`config.mk`:
```
export PLATFORM = sky130hd
export DESIGN_NAME = score_keeper_flat
export DESIGN_NICKNAME = d
export VERILOG_FILES = /design/src/rtl/score_if.sv /design/src/rtl/score_keeper.sv /design/src/flat_wrapper.sv
export SDC_FILE = /design/constraint.sdc
export NUM_CORES = 1
export LEC_CHECK = 0
export CAP_MARGIN = 25
export CORE_MARGIN = 2
export CORE_UTILIZATION = 30
export CTS_CLUSTER_SIZE = 20
export DETAILED_ROUTE_END_ITERATION = 16
export SYNTH_ARGS = -nofsm -noshare
export SYNTH_HDL_FRONTEND = slang
export SYNTH_SLANG_ARGS = --single-unit
```
`constraint.sdc`:
```
create_clock -name clk -period 5.2 [get_ports clk]
set_clock_uncertainty 0.05 [all_clocks]
set_input_delay 1.04 -clock clk [delete_from_list [all_inputs] [get_ports clk]]
set_output_delay 1.04 -clock clk [all_outputs]
set_load 0.01 [all_outputs]
```
`src/rtl/score_if.sv`:
```
// score_if: groups the game-event inputs and score/status outputs of the
// score keeper. The slave side is the score keeper. The master side is the
// game logic together with the display stage.
interface score_if;
    logic       start;
    logic       point_evt;
    logic [3:0] point_val;
    logic       opp_evt;
    logic [3:0] opp_val;
    logic [9:0] placar;
    logic [9:0] placarOponente;
    logic [7:0] time_left;
    logic       playing;
    logic       game_over;
    logic [1:0] winner;

    modport master (
        output start, point_evt, point_val, opp_evt, opp_val,
        input  placar, placarOponente, time_left, playing, game_over, winner
    );

    modport slave (
        input  start, point_evt, point_val, opp_evt, opp_val,
        output placar, placarOponente, time_left, playing, game_over, winner
    );
endinterface

```
`src/rtl/score_keeper.sv`:
```
// score_keeper: two-player score accumulator with a round timer and winner
// decision. Scores saturate at 999 so that the three-digit display cannot wrap.
// Every output comes straight from a register.
module score_keeper #(
    parameter int WIN_SCORE     = 100,
    parameter int ROUND_SECS    = 120,
    parameter int TICKS_PER_SEC = 50000000
) (
    input  logic    clk,
    input  logic    reset,
    score_if.slave  bus
);

    localparam int              TW         = (TICKS_PER_SEC > 1) ? $clog2(TICKS_PER_SEC) : 1;
    localparam logic [TW-1:0]   TICK_LAST  = TW'(TICKS_PER_SEC - 1);
    localparam logic [TW-1:0]   TICK_ONE   = TW'(1);
    localparam logic [9:0]      SCORE_MAX  = 10'd999;
    localparam logic [9:0]      WIN_THR    = 10'(WIN_SCORE);
    localparam logic [7:0]      ROUND_LOAD = 8'(ROUND_SECS);

    typedef enum logic [1:0] {
        ST_IDLE      = 2'd0,
        ST_PLAYING   = 2'd1,
        ST_GAME_OVER = 2'd2
    } state_t;

    state_t          r_state;
    state_t          w_state_next;

    logic [9:0]      r_placar,     w_placar;
    logic [9:0]      r_placar_opp, w_placar_opp;
    logic [7:0]      r_time_left,  w_time_left;
    logic [TW-1:0]   r_tick,       w_tick;
    logic [1:0]      r_winner,     w_winner;
    logic            r_playing,    w_playing;
    logic            r_game_over,  w_game_over;
    logic            w_p_win;
    logic            w_o_win;
    logic            w_time_up;

    // The sum is formed 11 bits wide so that 999 + 15 cannot wrap before the clamp.
    function automatic logic [9:0] sat_add(input logic [9:0] a, input logic [3:0] b);
        logic [10:0] sum;
        sum = {1'b0, a} + {7'd0, b};
        if (sum > {1'b0, SCORE_MAX}) begin
            return SCORE_MAX;
        end else begin
            return sum[9:0];
        end
    endfunction

    // State register. Reset returns the FSM to IDLE immediately.
    always_ff @(posedge clk or posedge reset) begin
        if (reset) begin
            r_state <= ST_IDLE;
        end else begin
            r_state <= w_state_next;
        end
    end

    // Next-state logic, score and timer updates, and the end-of-round decision.
    always_comb begin
        w_state_next = r_state;
        w_placar     = r_placar;
        w_placar_opp = r_placar_opp;
        w_time_left  = r_time_left;
        w_tick       = r_tick;
        w_winner     = r_winner;
        w_p_win      = 1'b0;
        w_o_win      = 1'b0;
        w_time_up    = 1'b0;

        case (r_state)
            ST_IDLE, ST_GAME_OVER: begin
                // Events are ignored here. Only start does anything.
                if (bus.start) begin
                    w_state_next = ST_PLAYING;
                    w_placar     = 10'd0;
                    w_placar_opp = 10'd0;
                    w_time_left  = ROUND_LOAD;
                    w_tick       = '0;
                    w_winner     = 2'b00;
                end else begin
                    w_state_next = r_state;
                end
            end

            ST_PLAYING: begin
                if (bus.start) begin
                    // A restart drops any event that arrives in the same cycle.
                    w_placar     = 10'd0;
                    w_placar_opp = 10'd0;
                    w_time_left  = ROUND_LOAD;
                    w_tick       = '0;
                    w_winner     = 2'b00;
                end else begin
                    if (bus.point_evt) begin
                        w_placar = sat_add(r_placar, bus.point_val);
                    end else begin
                        w_placar = r_placar;
                    end

                    if (bus.opp_evt) begin
                        w_placar_opp = sat_add(r_placar_opp, bus.opp_val);
                    end else begin
                        w_placar_opp = r_placar_opp;
                    end

                    if (r_tick == TICK_LAST) begin
                        w_tick      = '0;
                        w_time_left = r_time_left - 8'd1;
                    end else begin
                        w_tick      = r_tick + TICK_ONE;
                    end

                    // The decision looks at the post-update scores and timer.
                    w_p_win   = (w_placar     >= WIN_THR);
                    w_o_win   = (w_placar_opp >= WIN_THR);
                    w_time_up = (r_tick == TICK_LAST) && (r_time_left == 8'd1);

                    if (w_p_win && w_o_win) begin
                        w_winner     = 2'b11;
                        w_state_next = ST_GAME_OVER;
                    end else if (w_p_win) begin
                        w_winner     = 2'b01;
                        w_state_next = ST_GAME_OVER;
                    end else if (w_o_win) begin
                        w_winner     = 2'b10;
                        w_state_next = ST_GAME_OVER;
                    end else if (w_time_up) begin
                        if (w_placar > w_placar_opp) begin
                            w_winner = 2'b01;
                        end else if (w_placar < w_placar_opp) begin
                            w_winner = 2'b10;
                        end else begin
                            w_winner = 2'b11;
                        end
                        w_state_next = ST_GAME_OVER;
                    end else begin
                        w_state_next = ST_PLAYING;
                    end
                end
            end

            default: begin
                w_state_next = ST_IDLE;
            end
        endcase

        // Status flags are registered together with the state, so they change on the same edge.
        w_playing   = (w_state_next == ST_PLAYING);
        w_game_over = (w_state_next == ST_GAME_OVER);
    end

    // Output and datapath registers. Reset discards any round in progress.
    always_ff @(posedge clk or posedge reset) begin
        if (reset) begin
            r_placar     <= 10'd0;
            r_placar_opp <= 10'd0;
            r_time_left  <= ROUND_LOAD;
            r_tick       <= '0;
            r_winner     <= 2'b00;
            r_playing    <= 1'b0;
            r_game_over  <= 1'b0;
        end else begin
            r_placar     <= w_placar;
            r_placar_opp <= w_placar_opp;
            r_time_left  <= w_time_left;
            r_tick       <= w_tick;
            r_winner     <= w_winner;
            r_playing    <= w_playing;
            r_game_over  <= w_game_over;
        end
    end

    assign bus.placar         = r_placar;
    assign bus.placarOponente = r_placar_opp;
    assign bus.time_left      = r_time_left;
    assign bus.playing        = r_playing;
    assign bus.game_over      = r_game_over;
    assign bus.winner         = r_winner;

endmodule

```
`src/flat_wrapper.sv`:
```
// flat-port wrapper written by rule: the top's interface ports become plain ports
module score_keeper_flat 
#(
    parameter int WIN_SCORE     = 100,
    parameter int ROUND_SECS    = 120,
    parameter int TICKS_PER_SEC = 50000000
)
  (clk, reset, bus_start, bus_point_evt, bus_point_val, bus_opp_evt, bus_opp_val, bus_placar, bus_placarOponente, bus_time_left, bus_playing, bus_game_over, bus_winner);
  score_if bus_i ();
  input  logic clk;
  input  logic reset;
  input wire logic [$bits(bus_i.start)-1:0] bus_start;
  input wire logic [$bits(bus_i.point_evt)-1:0] bus_point_evt;
  input wire logic [$bits(bus_i.point_val)-1:0] bus_point_val;
  input wire logic [$bits(bus_i.opp_evt)-1:0] bus_opp_evt;
  input wire logic [$bits(bus_i.opp_val)-1:0] bus_opp_val;
  output wire logic [$bits(bus_i.placar)-1:0] bus_placar;
  output wire logic [$bits(bus_i.placarOponente)-1:0] bus_placarOponente;
  output wire logic [$bits(bus_i.time_left)-1:0] bus_time_left;
  output wire logic [$bits(bus_i.playing)-1:0] bus_playing;
  output wire logic [$bits(bus_i.game_over)-1:0] bus_game_over;
  output wire logic [$bits(bus_i.winner)-1:0] bus_winner;
  assign bus_i.start = bus_start;
  assign bus_i.point_evt = bus_point_evt;
  assign bus_i.point_val = bus_point_val;
  assign bus_i.opp_evt = bus_opp_evt;
  assign bus_i.opp_val = bus_opp_val;
  assign bus_placar = bus_i.placar;
  assign bus_placarOponente = bus_i.placarOponente;
  assign bus_time_left = bus_i.time_left;
  assign bus_playing = bus_i.playing;
  assign bus_game_over = bus_i.game_over;
  assign bus_winner = bus_i.winner;
  score_keeper #(.WIN_SCORE(WIN_SCORE), .ROUND_SECS(ROUND_SECS), .TICKS_PER_SEC(TICKS_PER_SEC)) u_core (.clk(clk), .reset(reset), .bus(bus_i));
endmodule
```
# After elaboration in Yosys (flattened, before gate mapping)
# Index checks and enable logic that the tools add are counted.
[totals]
reg_bits = 60
latchBits = 0
ram_bits = 0
romBits = 0
in_bits = 13
out_inout_bits = 32
wordCells = 72
n_memories = 0
[classes]
add_sub_neg = 4
multipliers = 0
n_div = 0
magnitude_cmp = 6
n_eq_ne = 9
shift = 0
muxes = 37
n_bitwise = 0
reduce_logical = 8
[ops]
columns = ["op", "count"]
rows = [
  ["two-way mux 10 bit", 11],
  ["two-way mux 26 bit", 3],
  ["case mux 26 bit (2 select lines)", 1],
  ["case mux 10 bit (2 select lines)", 2],
  ["adder 26 x 1 -> 26 bit (second input constant)", 1],
  ["equality test 26 bit (second input constant)", 1],
  ["two-way mux 2 bit", 13],
  ["two-way mux 8 bit", 3],
  ["adder 10 x 4 -> 11 bit", 2],
  ["greater-than comparator 11 x 10 -> 1 bit (second input constant)", 2],
  ["greater-or-equal comparator 10 x 7 -> 1 bit (second input constant)", 2],
  ["case mux 8 bit (2 select lines)", 1],
  ["greater-than comparator 10 bit", 1],
  ["less-than comparator 10 bit", 1],
  ["equality test 8 x 1 -> 1 bit (second input constant)", 1],
  ["case mux 2 bit (2 select lines)", 2],
  ["subtractor 8 x 1 -> 8 bit (second input constant)", 1],
  ["!= test 6 x 2 -> 1 bit (second input constant)", 1],
  ["AND reduction 3 bit", 2],
  ["equality test 2 x 1 -> 1 bit (second input constant)", 2],
  ["equality test 2 bit (second input constant)", 2],
  ["!= test 3 x 2 -> 1 bit (second input constant)", 1],
  ["logical AND 1 bit", 2],
  ["zero test 2 bit", 1],
  ["other kinds (5)", 5],
]

# Depth between registers and ports, before layout
[depth]
ltp_word = 15
mapped_depth = 16
mapped_depth_nobuf = 16

# Least setup slack after synthesis
# OpenSTA, ideal clock, no wires.
[synth_path]
kind = "input to register"
startpoint = "input port bus_point_val[0]"
endpoint = "register u_core.r_winner[0], in the netlist u_core.bus.winner[0]"
setup_ns = 0.069
arrival_ns = 4.279
t_required_ns = 5.081
slack_ns = 0.803
stages = 16
path_buffers = 0
path_cell_list = "ha_1 > fa_1 > a21o_1 > a21o_1 > o221a_2 > o221a_2 > a31oi_4 > a21boi_0 > o22a_1 > ha_1 > and4_1 > and2_1 > nand4bb_1 > o211a_1 > or3_1 > nand3_1"
[synth_via]
elab_chain_len = 15
elab_cells_between_ends = 20
classes_between = "add/sub: 1; order compare: 4; eq/ne: 1; mux: 12; reduce/logical: 2"
[synth_rtl]
columns = ["item", "line", "source"]
rows = [
  ["start: declaration", "flat_wrapper.sv:14", "input wire logic [$bits(bus_i.point_val)-1:0] bus_point_val;"],
  ["adder 10 x 4 -> 11 bit (*)", "score_keeper.sv:44", "sum = {1'b0, a} + {7'd0, b};"],
  ["greater-than comparator 11 x 10 -> 1 bit", "score_keeper.sv:45", "if (sum > {1'b0, SCORE_MAX}) begin"],
  ["two-way mux 10 bit (*)", "score_keeper.sv:45", ""],
  ["two-way mux 10 bit (*)", "score_keeper.sv:97", "if (bus.point_evt) begin"],
  ["two-way mux 10 bit (*)", "score_keeper.sv:89", "if (bus.start) begin"],
  ["two-way mux 10 bit (*)", "score_keeper.sv:73", "case (r_state)"],
  ["less-than comparator 10 bit", "score_keeper.sv:133", "end else if (w_placar < w_placar_opp) begin"],
  ["two-way mux 1 bit", "score_keeper.sv:133", ""],
  ["two-way mux 2 bit", "score_keeper.sv:131", "if (w_placar > w_placar_opp) begin"],
  ["two-way mux 2 bit", "score_keeper.sv:130", "end else if (w_time_up) begin"],
  ["two-way mux 2 bit", "score_keeper.sv:127", "end else if (w_o_win) begin"],
  ["two-way mux 2 bit", "score_keeper.sv:124", "end else if (w_p_win) begin"],
  ["two-way mux 2 bit", "score_keeper.sv:121", "if (w_p_win && w_o_win) begin"],
  ["two-way mux 2 bit", "score_keeper.sv:89", ""],
  ["case mux 2 bit (2 select lines)", "score_keeper.sv:73", ""],
  ["end signal: assignment", "score_keeper.sv:170", "r_winner <= w_winner;"],
  ["end: declaration", "score_keeper.sv:34", "logic [1:0] r_winner, w_winner;"],
]
# Every way passes the cells marked *; elsewhere a longest branch is shown, timed or not. The select of a mux whose other input is x is not followed.
# A chain may end at the register's enable or synchronous reset.

# Worst setup path after layout
[layout_path]
startpoint = "input port bus_opp_val[2]"
endpoint = "register u_core.r_winner[1], in the netlist u_core.bus.winner[1]"
[layout_via]
elab_chain_len = 14
elab_cells_between_ends = 18
classes_between = "add/sub: 1; order compare: 3; eq/ne: 1; mux: 11; reduce/logical: 2"
[layout_rtl]
columns = ["item", "line", "source"]
rows = [
  ["start: declaration", "flat_wrapper.sv:16", "input wire logic [$bits(bus_i.opp_val)-1:0] bus_opp_val;"],
  ["adder 10 x 4 -> 11 bit (*)", "score_keeper.sv:44", ""],
  ["greater-than comparator 11 x 10 -> 1 bit", "score_keeper.sv:45", ""],
  ["two-way mux 10 bit (*)", "score_keeper.sv:45", ""],
  ["two-way mux 10 bit (*)", "score_keeper.sv:103", "if (bus.opp_evt) begin"],
  ["two-way mux 10 bit (*)", "score_keeper.sv:89", ""],
  ["two-way mux 10 bit (*)", "score_keeper.sv:73", ""],
  ["greater-than comparator 10 bit", "score_keeper.sv:131", ""],
  ["two-way mux 2 bit", "score_keeper.sv:131", ""],
  ["two-way mux 2 bit", "score_keeper.sv:130", ""],
  ["two-way mux 2 bit", "score_keeper.sv:127", ""],
  ["two-way mux 2 bit", "score_keeper.sv:124", ""],
  ["two-way mux 2 bit", "score_keeper.sv:121", ""],
  ["two-way mux 2 bit", "score_keeper.sv:89", ""],
  ["case mux 2 bit (2 select lines)", "score_keeper.sv:73", ""],
]
# Marks and branches as above.

==> metrics.yaml <==
synth_edf_count: 0
synthFlopType: "dfrtp_1"
synth_commonest_cells: "63 x o21ai_0, 62 x nand2_1, 56 x dfrtp_1, 36 x nor2_1, 22 x nand3_1"
areaGrowthSynthToFinish_pct: 22.5
critPathLaunchType: "input pin"
io_pins: 45
setup_violations: 0
final_cells: 710
cts_tree: "done"
dieArea_um2: 14900
fill_cells: 1418
synth.area.top_cells: "dfrtp_1 33%, o21ai_0 7.5%, ha_1 5.7%"
status: "finished clean"
gp_congestion: 0.848
track_usage_pct: 14.9
setup_tns_ns: 0
tritoncts.num_buffers: 9
drt-initial-drc-count: 326
crit_fanout: 7
nets: 559
postLayoutCellArea_um2: 5140
min_period_ns: 4.86
irDropWorstVdd_mv: 0.154
layout_setup_ws_ns: 0.341
power_density_nw_per_um2: 358
post-place-ws_ns: 0.0833
path_class: "input pin to flip-flop"
maxSlewViolCount: 0
synth_warnings: 0
end_kind: "flip-flop"
maxCapViolCount: 0
grt.overflow.total: 0
crit_required_ns: 5.34
synth_area_per_cell_um2: 8.61
rsz0062_at_grt: "false"
ys_ff_latch: 60
post-dp-hpwl_um: 7550
cts.path.max_buffers: 2
port_buffers: 44
antenna_left: 0
dp_cells: 694
worstSkewPairLatency_ns: 0.32
max_slew_margin_pct: 30.7
drc: 0
worstMarginPinSlew_ns: 1.03
clkTransAtPathRegs_ns: 0.05
worstSetupEndpoint: "u_core.bus.winner[1]"
initial_core_util_pct: 30.5
clockRootBuffer: "clkbuf_16"
hold_viol: 0
cts_sinks: 60
drt-vias-per-instance: 5.40
yosys.area.top_type_share_pct: 33.4
yosysTopAreaCell: "dfrtp_1"
cp_data_arrival_time_ns: 5.00
synth_nets: 521
async_flop_share_pct: 100
timing.rr.start: "u_core.bus.placarOponente[2]"
synth_most_common_cell: "o21ai_0"
worstHoldPathType: "flip-flop to flip-flop"
reg2reg_depth: 15
fp.dieW_um: 122
vias: 3835
core_um2: 13800
rows: 43
ys_seq_area_share_pct: 35.9
grt_pass1_wl_um: 17800
syn_inst: 487
cts_setup_buffers: 0
antenna_found_initial: 0
worstReg2RegEnd: "u_core.bus.winner[1]"
routed_wl_um: 10800
drive_above_1_share_pct: 8.68
synth_area_um2: 4190
cts_resized: 0
synth_cell_types: 65
grt_pass1_vias: 3646
placedInstanceArea_um2: 4810
grt_max_degree: 51
cp-startpoint: "bus_opp_val[2]"
htreeDepth: 3
drtPass1Iterations: 4
leakage_nw: 2.17
die_y_um: 122
holdBufCountCts: 0
ff2ff_setup_slack_ns: 1.02
fin_crit_sh_pct: 93.4
fmax_mhz: 206
wl_per_cell_um: 15.2
diodes: 0
==> routing by layer <==
layer  track usage, %  up-vias  part of all wire (%)
met2             26.1       63                    51
met4             4.38        0                   1.0
met5                0        -                     0
met3             3.21       10                   2.8
li1                 -     1861                     -
met1             18.2     1901                    45
==> layout by cell type (no fill, tap or decap), types with 4 or more instances in the layout <==
master | Yosys | final
inv_1 | 15 | 14
nand2b_1 | 5 | 5
ha_1 | 19 | 19
nand4_1 | 5 | 5
dfrtp_1 | 56 | 56
a31oi_1 | 5 | 5
nand3_1 | 22 | 22
dfstp_2 | 4 | 4
nor2b_1 | 4 | 4
xor2_1 | 13 | 13
o22ai_1 | 5 | 5
and2_1 | 5 | 5
nor4_1 | 8 | 8
nor3_1 | 10 | 10
a21o_1 | 10 | 10
buf_4 | 1 | 6
a22o_1 | 11 | 11
clkdlybuf4s50_1 | 0 | 44
o21ai_0 | 63 | 62
clkbuf_8 | 0 | 4
a21boi_0 | 4 | 4
clkbuf_16 | 0 | 9
a21oi_1 | 14 | 14
and3_1 | 19 | 19
nand2_1 | 62 | 62
nor2_1 | 36 | 36
or3_1 | 5 | 5
xnor2_1 | 9 | 9
==> cells by family after synthesis <==
logic type | after synthesis | share of synthesized area, %
AOI/OAI and AO/OA | 149 | 25.4
xor gates and xnor gates | 22 | 4.59
adders and majority gates | 21 | 6.62
buffers and inverters | 38 | 3.61
DFF | 60 | 35.9
muxes | 3 | 0.835
and+or+nand+nor | 194 | 23.0
==> power breakdown <==
group	switching (mW)	internal, mW	leakage [nW]
clock network	0.203	0.422	0.158
logic	0.356	0.265	1.20
registers	0.0696	0.521	0.810
total	0.629	1.21	2.17
==> critical path: stages <==
cell and delay [ns]:
clkdlybuf4s50_1 0.41, ha_1 0.38, or2_1 0.33, and3_4 0.23, o31ai_1 0.23, o311ai_1 0.20, a211oi_4 0.50, nor2_1 0.07
a21o_1 0.22, ha_1 0.28, and4_1 0.18, and2_1 0.17, nand4bb_1 0.11, o211a_1 0.23, a311oi_1 0.29, o21ai_1 0.11
==> registers in the layout (all words and copies together) (netlist names) <==
signal and flops:
u_core.bus.time_left 8, u_core.bus.game_over 1, u_core.bus.winner 2, u_core.r_tick 26, u_core.bus.placarOponente 10, u_core.bus.playing 1
u_core.bus.placar 10, u_core.r_state 2
==> final cells by class <==
cell class / count / area, µm² / share of cell area [%]
repair buffers: 50 / 485 / 9.45
flip-flops and latches: 60 / 1510 / 29.3
well taps: 180 / 225 / 4.38
clock buffers: 13 / 280 / 5.46
multi-input cells: 389 / 2540 / 49.5
clock inverters: 3 / 42.5 / 0.828
inverters: 15 / 56.3 / 1.10
==> through the flow <==
step / hold WS (ns) / utilization (%) / total power, mW
3_3_place_gp: 0.420 / 34.9 / 1.21
5_1_grt: 0.478 / 37.3 / 1.96
6_report: 0.443 / 37.3 / 1.84
2_1_floorplan: 0.390 / - / 1.00
3_5_place_dp: 0.435 / 34.9 / 1.22
4_1_cts: 0.444 / 37.3 / 1.86
==> how the worst min path moves through the flow <==
stage	slack, ns	from	endpoint	cells past startpoint
2_1_floorplan	0.39	u_core.r_tick[25]	u_core.r_tick[25]	1
3_3_place_gp	0.42	u_core.r_tick[25]	u_core.r_tick[25]	1
3_5_place_dp	0.44	u_core.r_tick[25]	u_core.r_tick[25]	1
4_1_cts	0.44	u_core.r_tick[25]	u_core.r_tick[25]	1
5_1_grt	0.48	u_core.r_tick[25]	u_core.r_tick[25]	1
6_report	0.44	u_core.r_tick[25]	u_core.r_tick[25]	1
(Power assumes the default switching activity.)
